**src/rtl/ped_request_unit_if.sv**
```systemverilog
// Pedestrian request bus: buttons in, request/grant handshake,
// and button indicator LEDs out.
interface ped_request_unit_if #(
  parameter int N_CH = 3
);
  logic            en;
  logic [N_CH-1:0] btn_raw;
  logic [N_CH-1:0] grant;
  logic [N_CH-1:0] req;
  logic [N_CH-1:0] led_green;
  logic [N_CH-1:0] led_red;

  modport master (
    output en,
    output btn_raw,
    output grant,
    input  req,
    input  led_green,
    input  led_red
  );

  modport slave (
    input  en,
    input  btn_raw,
    input  grant,
    output req,
    output led_green,
    output led_red
  );
endinterface

```
**src/rtl/ped_request_unit.sv**
```systemverilog
// Pedestrian button conditioning, request latching and LED drive.
// One sync/debounce/FSM lane per channel, shared blink generator.
module ped_request_unit #(
  parameter int N_CH            = 3,
  parameter int DEBOUNCE_CYCLES = 200,
  parameter int BLINK_HALF      = 2500
) (
  input logic CLK,
  input logic reset,
  ped_request_unit_if.slave bus
);

  localparam int CW = $clog2(DEBOUNCE_CYCLES);
  localparam int BW = (BLINK_HALF > 1) ? $clog2(BLINK_HALF) : 1;
  localparam logic [CW-1:0] CNT_TOP = CW'(DEBOUNCE_CYCLES - 1);
  localparam logic [BW-1:0] BLK_TOP = BW'(BLINK_HALF - 1);

  typedef enum logic [1:0] {
    IDLE    = 2'd0,
    PENDING = 2'd1,
    SERVING = 2'd2
  } st_t;

  logic [BW-1:0] bcnt;
  logic          blink;
  logic          wrap;
  logic          blink_nxt;

  assign wrap      = (bcnt == BLK_TOP);
  assign blink_nxt = wrap ? ~blink : blink;

  // Free-running blink phase, independent of en.
  always_ff @(posedge CLK) begin
    if (reset) begin
      bcnt  <= '0;
      blink <= 1'b1;
    end else begin
      bcnt  <= wrap ? '0 : bcnt + 1'b1;
      blink <= blink_nxt;
    end
  end

  for (genvar i = 0; i < N_CH; i++) begin : g_ch
    logic          s1;
    logic          s2;
    logic          db;
    logic          db_q;
    logic [CW-1:0] cnt;
    logic          press;
    st_t           st;
    st_t           st_nxt;
    logic          req_q;
    logic          green_q;
    logic          red_q;

    // Two-flop synchronizer for the asynchronous button level.
    always_ff @(posedge CLK) begin
      if (reset) begin
        s1 <= 1'b0;
        s2 <= 1'b0;
      end else begin
        s1 <= bus.btn_raw[i];
        s2 <= s1;
      end
    end

    // Accept a level change only after enough consecutive samples.
    always_ff @(posedge CLK) begin
      if (reset) begin
        db   <= 1'b0;
        db_q <= 1'b0;
        cnt  <= '0;
      end else begin
        db_q <= db;
        if (s2 == db) begin
          cnt <= '0;
        end else if (cnt == CNT_TOP) begin
          db  <= s2;
          cnt <= '0;
        end else begin
          cnt <= cnt + 1'b1;
        end
      end
    end

    assign press = db & ~db_q;

    // Next channel state; a grant outranks a coincident press.
    always_comb begin
      st_nxt = st;
      if (!bus.en) begin
        st_nxt = IDLE;
      end else begin
        unique case (st)
          IDLE: begin
            if (bus.grant[i])
              st_nxt = SERVING;
            else if (press)
              st_nxt = PENDING;
          end
          PENDING: begin
            if (bus.grant[i])
              st_nxt = SERVING;
          end
          SERVING: begin
            if (!bus.grant[i])
              st_nxt = IDLE;
          end
          default: st_nxt = IDLE;
        endcase
      end
    end

    // Channel state and its registered indicator outputs.
    always_ff @(posedge CLK) begin
      if (reset) begin
        st      <= IDLE;
        req_q   <= 1'b0;
        green_q <= 1'b0;
        red_q   <= 1'b1;
      end else begin
        st      <= st_nxt;
        req_q   <= (st_nxt == PENDING);
        green_q <= (st_nxt == SERVING);
        unique case (st_nxt)
          PENDING: red_q <= blink_nxt;
          SERVING: red_q <= 1'b0;
          default: red_q <= 1'b1;
        endcase
      end
    end

    assign bus.req[i]       = req_q;
    assign bus.led_green[i] = green_q;
    assign bus.led_red[i]   = red_q;
  end

endmodule

```
**src/flat_wrapper.sv**
```systemverilog
// flat-port wrapper written by rule: the top's interface ports become plain ports
module ped_request_unit_flat 
#(
  parameter int N_CH            = 3,
  parameter int DEBOUNCE_CYCLES = 200,
  parameter int BLINK_HALF      = 2500
)
  (CLK, reset, bus_en, bus_btn_raw, bus_grant, bus_req, bus_led_green, bus_led_red);
  ped_request_unit_if #(.N_CH(N_CH)) bus_i ();
  input logic CLK;
  input logic reset;
  input wire logic [$bits(bus_i.en)-1:0] bus_en;
  input wire logic [$bits(bus_i.btn_raw)-1:0] bus_btn_raw;
  input wire logic [$bits(bus_i.grant)-1:0] bus_grant;
  output wire logic [$bits(bus_i.req)-1:0] bus_req;
  output wire logic [$bits(bus_i.led_green)-1:0] bus_led_green;
  output wire logic [$bits(bus_i.led_red)-1:0] bus_led_red;
  assign bus_i.en = bus_en;
  assign bus_i.btn_raw = bus_btn_raw;
  assign bus_i.grant = bus_grant;
  assign bus_req = bus_i.req;
  assign bus_led_green = bus_i.led_green;
  assign bus_led_red = bus_i.led_red;
  ped_request_unit #(.N_CH(N_CH), .DEBOUNCE_CYCLES(DEBOUNCE_CYCLES), .BLINK_HALF(BLINK_HALF)) u_core (.CLK(CLK), .reset(reset), .bus(bus_i));
endmodule
```
**config.mk**
```make
export PLATFORM = sky130hd
export DESIGN_NAME = ped_request_unit_flat
export DESIGN_NICKNAME = d
export VERILOG_FILES = /design/src/rtl/ped_request_unit_if.sv /design/src/rtl/ped_request_unit.sv /design/src/flat_wrapper.sv
export SDC_FILE = /design/constraint.sdc
export NUM_CORES = 1
export LEC_CHECK = 0
export CAP_MARGIN = 20
export CELL_PAD_IN_SITES_DETAIL_PLACEMENT = 2
export CELL_PAD_IN_SITES_GLOBAL_PLACEMENT = 2
export CORE_MARGIN = 2
export CORE_UTILIZATION = 30
export DETAILED_ROUTE_END_ITERATION = 16
export HOLD_SLACK_MARGIN = 0.08
export PLACE_DENSITY_LB_ADDON = 0.1
export SLEW_MARGIN = 30
export SYNTH_ARGS = -nofsm -noshare
export SYNTH_HDL_FRONTEND = slang
export SYNTH_SLANG_ARGS = --single-unit
```
**constraint.sdc**
```tcl
create_clock -name CLK -period 2.8 [get_ports CLK]
set_input_delay 0.28 -clock CLK [delete_from_list [all_inputs] [get_ports CLK]]
set_output_delay 0.28 -clock CLK [all_outputs]
set_load 0.005 [all_outputs]
```
==> flow_summary.json <==
{
  "layout_min_cycle_time_ns": 1.92,
  "top_level_ports": 18,
  "root_buffer": "clkbuf_8",
  "leakage_nw": 0.993,
  "layout_commonest_cell": "dfxtp_1",
  "instances_no_fill": 368,
  "relSlewSlack_pct": 66.8,
  "grt_first_pass_wirelength_um": 8530,
  "gp_congestion": 0.697,
  "antenna_found_initial": 0,
  "dieArea_sq_um": 8710,
  "fp.coreArea_sq_um": 7730,
  "drc": 0,
  "place_ws_ns": 0.876,
  "final_antenna_net_count": 0,
  "htree_levels": 3,
  "ys_seq_area_share_pct": 53.5,
  "wl_um": 4900,
  "critPathLaunchType": "flip-flop",
  "yosys_warnings": 0,
  "fin_crit_sh_pct": 68.6,
  "slew_violations": 0,
  "final_cell_mix": "64 x dfxtp_1, 40 x nor2_1, 17 x xor2_1, 17 x clkdlybuf4s50_1, 16 x nand3_1",
  "antennaDiodeCount": 0,
  "grt_max_degree": 13,
  "ys_seq_elements": 64,
  "final_hold_viol_count": 0,
  "dp_cells": 353,
  "wl_per_cell_um": 13.3,
  "arrival_ns": 2.13,
  "grt_util_all_layers_pct": 12.8,
  "clock.fmax_mhz": 520,
  "cts_tree": "built",
  "layout-drive-gt1-share_pct": 6.77,
  "status": "complete, no violations",
  "synth_area_sq_um": 2390,
  "yosysUniqueCellTypes": 25,
  "end_kind": "flip-flop",
  "row_count": 32,
  "final.setup.worst_slack_ns": 0.878,
  "hold_class": "reg -> reg",
  "cts_buffers": 9,
  "worst_pin_slew_ns": 0.494,
  "grt_pass1_vias": 1762,
  "dr.pass1.iters": 4,
  "synthToLayoutAreaGrowth_pct": 16.1,
  "cts_setup_buffers": 0,
  "required_ns": 3.01,
  "dpl.hpwl_um": 3530,
  "cts_hold_buf": 0,
  "cap_violations": 0,
  "die_x_um": 93.3,
  "cts_buffer_depth": 2,
  "nets": 275,
  "via_per_inst": 4.50,
  "cts.reportedPaths.clkPinSlew_ns": 0.06,
  "final_util_pct": 36.0,
  "cts.sink_count": 64,
  "finalSetupTns_ns": 0,
  "power.density_nw_per_um2": 604,
  "ir_drop_uv": 194,
  "overflow": 0,
  "start_util_pct": 31.0,
  "hold_slack_ns": 0.442,
  "drt_iter0_markers": 30,
  "synthCells": 246,
  "crit_type": "reg -> reg",
  "cts_resized": 0,
  "io_buffers": 17,
  "avgSynthCellArea_sq_um": 9.73,
  "finalSetupViolCount": 0,
  "synth_nets": 259,
  "dieHeight_um": 93.3,
  "vias": 1657,
  "fin_skew_ns": 0.00272,
  "clk_latency_ns": 0.33,
  "cp_max_fo": 5,
  "rsz0062_at_grt": "no"
}
==> path summary, 6_finish.rpt <==
path | slack [ns] | to | start | depth (start not counted)
hold reg to reg | 0.44 | u_core.g_ch[0].s2 | u_core.g_ch[0].s1 | 1
hold / removal | 0.44 | u_core.g_ch[0].s2 | u_core.g_ch[0].s1 | 1
setup reg to reg | 0.88 | u_core.g_ch[2].red_q | u_core.bcnt[0] | 5
setup / recovery | 0.88 | u_core.g_ch[2].red_q | u_core.bcnt[0] | 5
==> flip-flops by register name, indices dropped and copies added, names as in the netlist <==
register,flops
u_core.blink,1
u_core.g_ch.green_q,3
u_core.g_ch.db,3
u_core.g_ch.req_q,3
u_core.g_ch.db_q,3
u_core.g_ch.st,6
u_core.g_ch.cnt,24
u_core.bcnt,12
u_core.g_ch.s2,3
u_core.g_ch.red_q,3
u_core.g_ch.s1,3
==> Yosys cell counts <==
library cell	number	area, sq um
dfxtp_1	64	1280
nand2b_2	1	8.76
ha_1	4	50.1
nor2b_1	10	62.6
or2_2	2	12.5
nand4_1	5	31.3
nand2b_1	4	25.0
nand2_1	6	22.5
or3_1	1	6.26
a21oi_1	6	30.0
and3_2	1	7.51
inv_1	9	33.8
xor2_2	1	16.3
and3_1	12	75.1
mux2i_1	3	30.0
buf_4	10	75.1
nor2_1	40	150
or4b_1	2	20.0
nand3_1	16	80.1
nor3_1	4	20.0
nor4_1	10	62.6
or3_4	1	11.3
clkbuf_1	3	11.3
xnor2_1	14	123
xor2_1	17	149
==> logic make-up after synthesis <==
| kind of cell | after synthesis | synth area share [%] |
|---|---|---|
| AOI/OAI and AO/OA | 6 | 1.25 |
| muxes | 3 | 1.25 |
| and+or+nand+nor | 115 | 24.9 |
| buffers and inverters | 22 | 5.02 |
| adders and majority gates | 4 | 2.09 |
| xor gates and xnor gates | 32 | 12.0 |
| DFF | 64 | 53.5 |
==> worst max-delay path, stage by stage, from the launching register on <==
cell and delay, ns:
dfxtp_1 0.40, ha_1 0.24, or4b_1 0.45, or3_4 0.37, xor2_2 0.23, a21oi_1 0.11
==> power breakdown <==
group          internal, mW  switching [mW]  total [mW]
clock                 0.367           0.323       0.690
sequential            0.925         0.00952       0.934
combinational        0.0287          0.0253      0.0540
total                  1.32           0.358        1.68
==> routing by layer <==
| layer | track usage [%] | vias to the layer above | wire length [um] |
|---|---|---|---|
| met5 | 0 | - | 0 |
| met4 | 6.25 | 0 | 102 |
| met3 | 4.67 | 10 | 178 |
| met2 | 20.2 | 20 | 2310 |
| met1 | 15.5 | 791 | 2310 |
| li1 | - | 836 | - |
==> per-stage QoR <==
step	area, sq um	total power [mW]
global placement	2610	1.01
floorplan	2390	0.983
CTS	2780	1.72
finish	2780	1.68
global route	2780	1.76
detailed placement	2610	1.01
==> final cells by class <==
class | instances | area [sq um]
timing repair buffer | 18 | 178
fill | 873 | 4950
multi-input combinational | 160 | 993
clock buffer | 15 | 166
inverter | 9 | 33.8
sequential | 64 | 1280
tap | 102 | 128
Note: power is estimated with default switching activity, not from simulation.
==> patch 1, RTL diff (same flow settings) <==
Encoding of `st_t`: now one-hot (3 bits for 3 values).
--- a/src/rtl/ped_request_unit.sv
+++ b/src/rtl/ped_request_unit.sv
@@ -15,10 +15,10 @@
   localparam logic [CW-1:0] CNT_TOP = CW'(DEBOUNCE_CYCLES - 1);
   localparam logic [BW-1:0] BLK_TOP = BW'(BLINK_HALF - 1);
 
-  typedef enum logic [1:0] {
-    IDLE    = 2'd0,
-    PENDING = 2'd1,
-    SERVING = 2'd2
+  typedef enum logic [2:0] {
+    IDLE    = 3'b001,
+    PENDING = 3'b010,
+    SERVING = 3'b100
   } st_t;
 
   logic [BW-1:0] bcnt;
Check against the original RTL: no difference found for any inputs over 10 cycles, from zero or initial values and one cycle with reset high; not proved beyond that.
==> patch 1 against the original RTL <==
Synthesized area up 11%. Largest power group unchanged. Sequential cell count up 3. Worst setup slack worse by 0.20 ns. Design area up 12%. Routed wire length up 7.4%. Total power up 20%. Sequential share of layout area down 3.2 points. Largest cell class unchanged.
==> patch 1: results (changes against the original RTL) <==
- Fillers: 961 (+10%)
- Net count, final: 308 (+12%)
- Multiplexer share of the synthesized area: 0.0113 (-0.00122)
- Mapped Nets: 293 (+13%)
- DRT Wirelength: 5260 µm (+7.4%)
- Share of cells above drive strength 1: 0.0733 (+0.00566)
- Largest regs: u_core.g_ch.cnt x24, u_core.bcnt x12, u_core.g_ch.st x9
- Post-synthesis sequential area ratio: 0.505 (-0.0296)
- Clk network pwr share: 0.478 (+0.067)
- Leak Pwr: 1.10 nW (+10%)
- Adder-Cell Fraction of Synth Area: 0.0189 (-0.00204)
- Final GP Congestion: 0.696 (-0.20%)
- Top sig layer: met4
- Cell variety after synth: 33 (+32%)
- WL met3: 165 µm (-7.3%)
- Largest net degree at the start of global routing: 15 (+2)
- WL met1: 2600 µm (+12%)
- Most frequent cells after synthesis: dfxtp_1, nor2_1, xnor2_1
- Area after DPL: 2880 µm² (+10%)
- Arrival @ worst endpoint: 2.35 ns (+0.22 ns)
- DR vias/cell: 4.62 (+2.7%)
- Post-Synth XOR/XNOR Area: 0.109 (-0.0113)
- Synth area leaders: dfxtp_1, nor2_1, xnor2_1, xor2_1, nor2b_1
- Relative slew slack: 0.672 (+0.00434)
- First-pass GRT wire length: 9260 µm (+8.6%)
- Detailed router's first-iteration violation count: 26 (-13%)
- Met2 GRT Util: 0.192 (-0.0103)
- Met3 GRT Util: 0.0387 (-0.00808)
- Fraction of power spent switching nets: 0.210 (-0.00344)
- Area growth syn-to-layout: 17.7%
- Seq pwr share: 0.486 (-0.071)
- Compound-Gate Fraction of Synth Area: 0.0570 (+0.0445)
- Reg clk slew, reported paths: 0.08 ns (+0.02 ns)
- Met1 GRT Util: 0.150 (-0.00464)
- Post-DP HPWL: 3770 µm (+6.6%)
- Status: finished, final reports clean
- Clock skew: 0.00659 ns (+0.00387 ns)
- Gr usage total: 0.120 (-0.00829)
- Vias in the first global route: 1987 (+13%)
- Met2 wire length: 2430 µm (+5.3%)
- Root Driver: clkbuf_8
## patch 1: cell count changes in the layout (fill, tap and decap cells not counted), sizes merged, moves of 5 or more
cell,unedited run,this run
nor2,40,48
o2111a,0,6
nor4,10,4
and3,13,8
clkbuf,15,9
## patch 1: cell type report
class | instances | area [µm²] | area share
clock inverters | 7 | 116 | 0.0372
well taps | 108 | 135 | 0.0433
multi-input cells | 186 | 1170 | 0.376
repair buffers | 20 | 193 | 0.0617
inverters | 11 | 41.3 | 0.0132
flip-flops and latches | 67 | 1340 | 0.429
clock buffers | 9 | 124 | 0.0396
## patch 1: worst max-delay path, stage by stage, from the launching register on
cell     delay (ns)
dfxtp_1        0.39
ha_1           0.22
or4b_1         0.43
or3_1          0.40
xor2_1         0.32
or2b_1         0.25
## patch 1: worst paths after layout
path / startpoint / to / slack [ns] / depth (start not counted)
worst min-delay path: u_core.g_ch[0].cnt[0]$_SDFF_PP0_ / u_core.g_ch[0].cnt[0]$_SDFF_PP0_ / 0.44 / 1
worst min register to register: u_core.g_ch[0].cnt[0]$_SDFF_PP0_ / u_core.g_ch[0].cnt[0]$_SDFF_PP0_ / 0.44 / 1
worst max register to register: u_core.bcnt[0]$_SDFF_PP0_ / u_core.blink$_SDFF_PP1_ / 0.67 / 5
worst max-delay path: u_core.bcnt[0]$_SDFF_PP0_ / u_core.blink$_SDFF_PP1_ / 0.67 / 5
## patch 1: metrics by stage
stage | std cells | power [mW] | util | setup slack [ns]
finish | 408 | 2.02 | 0.362 | 0.675
global route | 408 | 2.11 | 0.362 | 0.489
CTS | 408 | 2.06 | 0.362 | 0.639
detailed placement | 392 | 1.08 | 0.334 | 0.665
global placement | 392 | 1.08 | 0.334 | 0.729
floorplan | 280 | 1.04 | - | 0.867
==> patch 2, RTL diff (config.mk and constraints unchanged) <==
Without the edit above. `BLINK_HALF` is set to 2500 in 2 places; all go to 1250.
--- a/src/rtl/ped_request_unit.sv
+++ b/src/rtl/ped_request_unit.sv
@@ -3,7 +3,7 @@
 module ped_request_unit #(
   parameter int N_CH            = 3,
   parameter int DEBOUNCE_CYCLES = 200,
-  parameter int BLINK_HALF      = 2500
+  parameter int BLINK_HALF      = 1250
 ) (
   input logic CLK,
   input logic reset,
--- a/src/flat_wrapper.sv
+++ b/src/flat_wrapper.sv
@@ -3,7 +3,7 @@
 #(
   parameter int N_CH            = 3,
   parameter int DEBOUNCE_CYCLES = 200,
-  parameter int BLINK_HALF      = 2500
+  parameter int BLINK_HALF      = 1250
 )
   (CLK, reset, bus_en, bus_btn_raw, bus_grant, bus_req, bus_led_green, bus_led_red);
   ped_request_unit_if #(.N_CH(N_CH)) bus_i ();
Check against the original RTL: no difference found for any inputs over 10 cycles, from zero or initial values and one cycle with reset high; that may be too few to reach the edited logic, so the function may still have changed.
==> patch 2 against the original RTL <==
Synthesized area rose by 2.8%. Worst setup slack improved by 0.064 ns. Total power rose by 1.5%. Sequential share of layout area shrank 2.4 points. Routed wire length is 12% higher. Sequential cell count down 1. Design area up 3.8%.
==> patch 2: results (changes against the original RTL) <==
- Slowest cell on crit path: o31ai_1
- Gr usage total: 0.136 (+0.00801)
- Adder-Cell Fraction of Synth Area: 0.0254 (+0.00451)
- Total die area: 8950 µm² (+2.7%)
- Diode count: 0 (unchanged)
- Seq Cell Count: 63 (-1.6%)
- Syn Area/Cell: 9.62 µm² (-1.2%)
- Buffers, non-clock: 21 (+3)
- First-pass GRT wire length: 9400 µm (+10%)
- Placed insts: 367 (+4.0%)
- Largest regs: u_core.g_ch.cnt x24, u_core.bcnt x11, u_core.g_ch.st x6
- Number of flops mapped to enable cells by yosys: 0 (unchanged)
- Detailed router's first-iteration violation count: 44 (+47%)
- Area after DPL: 2700 µm² (+3.4%)
- Worst hold path class: reg2reg
- Clock skew: 0.00840 ns (+0.00568 ns)
- Comb_multi_in: 169 (+5.6%)
- Clock buffer count in the final layout: 11 (-4)
- Cell variety after synth: 32 (+28%)
- Post-Synth XOR/XNOR Area: 0.0534 (-0.0668)
- Register area: 1260 µm² (-1.6%)
- Compound-Gate Fraction of Synth Area: 0.122 (+0.110)
- Status: finished, final reports clean
- Arrival @ worst endpoint: 2.06 ns (-0.07 ns)
- Max stage delay on crit path: 0.58 ns (+0.13 ns)
- Post-synthesis sequential area ratio: 0.512 (-0.0228)
- Footprint of the multi-input gates: 1080 µm² (+8.3%)
- Clock Latency Late Sink: 0.34 ns
- Share of cells above drive strength 1: 0.0791 (+0.0115)
- PortBufs: 17 (unchanged)
- Hold_ws: 0.434 ns (-0.00839 ns)
- Crit-path max FO: 5 (unchanged)
- Final GP Congestion: 0.721 (+3.5%)
- Least-Margin Pin Slew: 0.817 ns (+0.323 ns)
- Post-DP HPWL: 3870 µm (+9.4%)
- R2R setup slack: 0.94 ns (+0.06 ns)
- WL/cell: 14.3 µm (+7.4%)
- Reg clk slew, reported paths: 0.07 ns
- Synth area leaders: dfxtp_1, or3_1, xor2_1, buf_4, nand3_1
- Mapped Nets: 270 (+4.2%)
- TritonCTS Buffers: 9 (unchanged)
- Non-Clock Buffer Area Fraction: 0.0694 (+0.00545)
- Vias in the first global route: 1953 (+11%)
- DR vias/cell: 5.01 (+11%)
- Crit path max-delay family: compound AO/OA/AOI/OAI gates
- Primary FF master, synth: dfxtp_1
- Leak Pwr: 0.948 nW (-4.6%)
- Multiplexer share of the synthesized area: 0 (-0.0125)
- Clock Network Area Fraction: 0.0637 (+0.00386)
- H-tree depth: 3 (unchanged)
- Largest net degree at the start of global routing: 16 (+3)
- Fillers: 926 (+6.1%)
- Net count, final: 287 (+4.4%)
- Async SR Flop Fraction: 0 (unchanged)
- Root Driver: clkbuf_8
- Via count: 1919 (+16%)
- Max IR drop VDD: 0.000211 V (+8.8%)
- Most frequent cells after synthesis: dfxtp_1, or3_1
==> patch 2: changes by cell type in the layout (fill, tap and decap cells not counted), moves of 5 or more <==
cell	unedited run	this run
nor2_1	40	13
o21ai_0	0	13
or3_1	1	14
xnor2_1	14	5
a211oi_1	0	8
nor4_1	10	2
nand2_1	6	13
xor2_1	17	10
a2111oi_0	0	6
and3_1	12	6
o31ai_1	0	5
==> patch 2: per-stage QoR <==
stage                      util  setup slack [ns]
after floorplan               -              1.16
after global placement    0.334             0.916
after detailed placement  0.334             0.768
after CTS                 0.357             0.943
after global routing      0.357             0.768
final                     0.357             0.942
==> patch 2: path summary, 6_finish.rpt <==
kind,from,endpoint,cells after the start
max,u_core.bcnt[0]$_SDFF_PP0_,u_core.g_ch[2].red_q$_SDFF_PP1_,4
min,u_core.g_ch[1].s1$_SDFF_PP0_,u_core.g_ch[1].s2$_SDFF_PP0_,1
max reg2reg,u_core.bcnt[0]$_SDFF_PP0_,u_core.g_ch[2].red_q$_SDFF_PP1_,4
min reg2reg,u_core.g_ch[1].s1$_SDFF_PP0_,u_core.g_ch[1].s2$_SDFF_PP0_,1
==> patch 2: worst reg2reg max path, stage by stage, from the launching register on <==
cell and delay [ns]:
dfxtp_1 0.41, ha_1 0.16, or3b_1 0.39, o31ai_1 0.58, a31oi_1 0.17
==> patch 2: where the power goes <==
| group | switching, mW | internal [mW] | leakage (nW) |
|---|---|---|---|
| Combinational | 0.0254 | 0.0289 | 0.349 |
| Clock | 0.364 | 0.366 | 0.0873 |
| Sequential | 0.00972 | 0.910 | 0.511 |
| Total | 0.399 | 1.30 | 0.948 |
==> patch 2: per-layer routing <==
metal  track usage  vias to the layer above  wire length (µm)
li1              -                      951                 -
met1         0.171                      941              2670
met2         0.216                       18              2560
met3        0.0503                        9               175
met4        0.0471                        0                71
met5             0                        -                 0
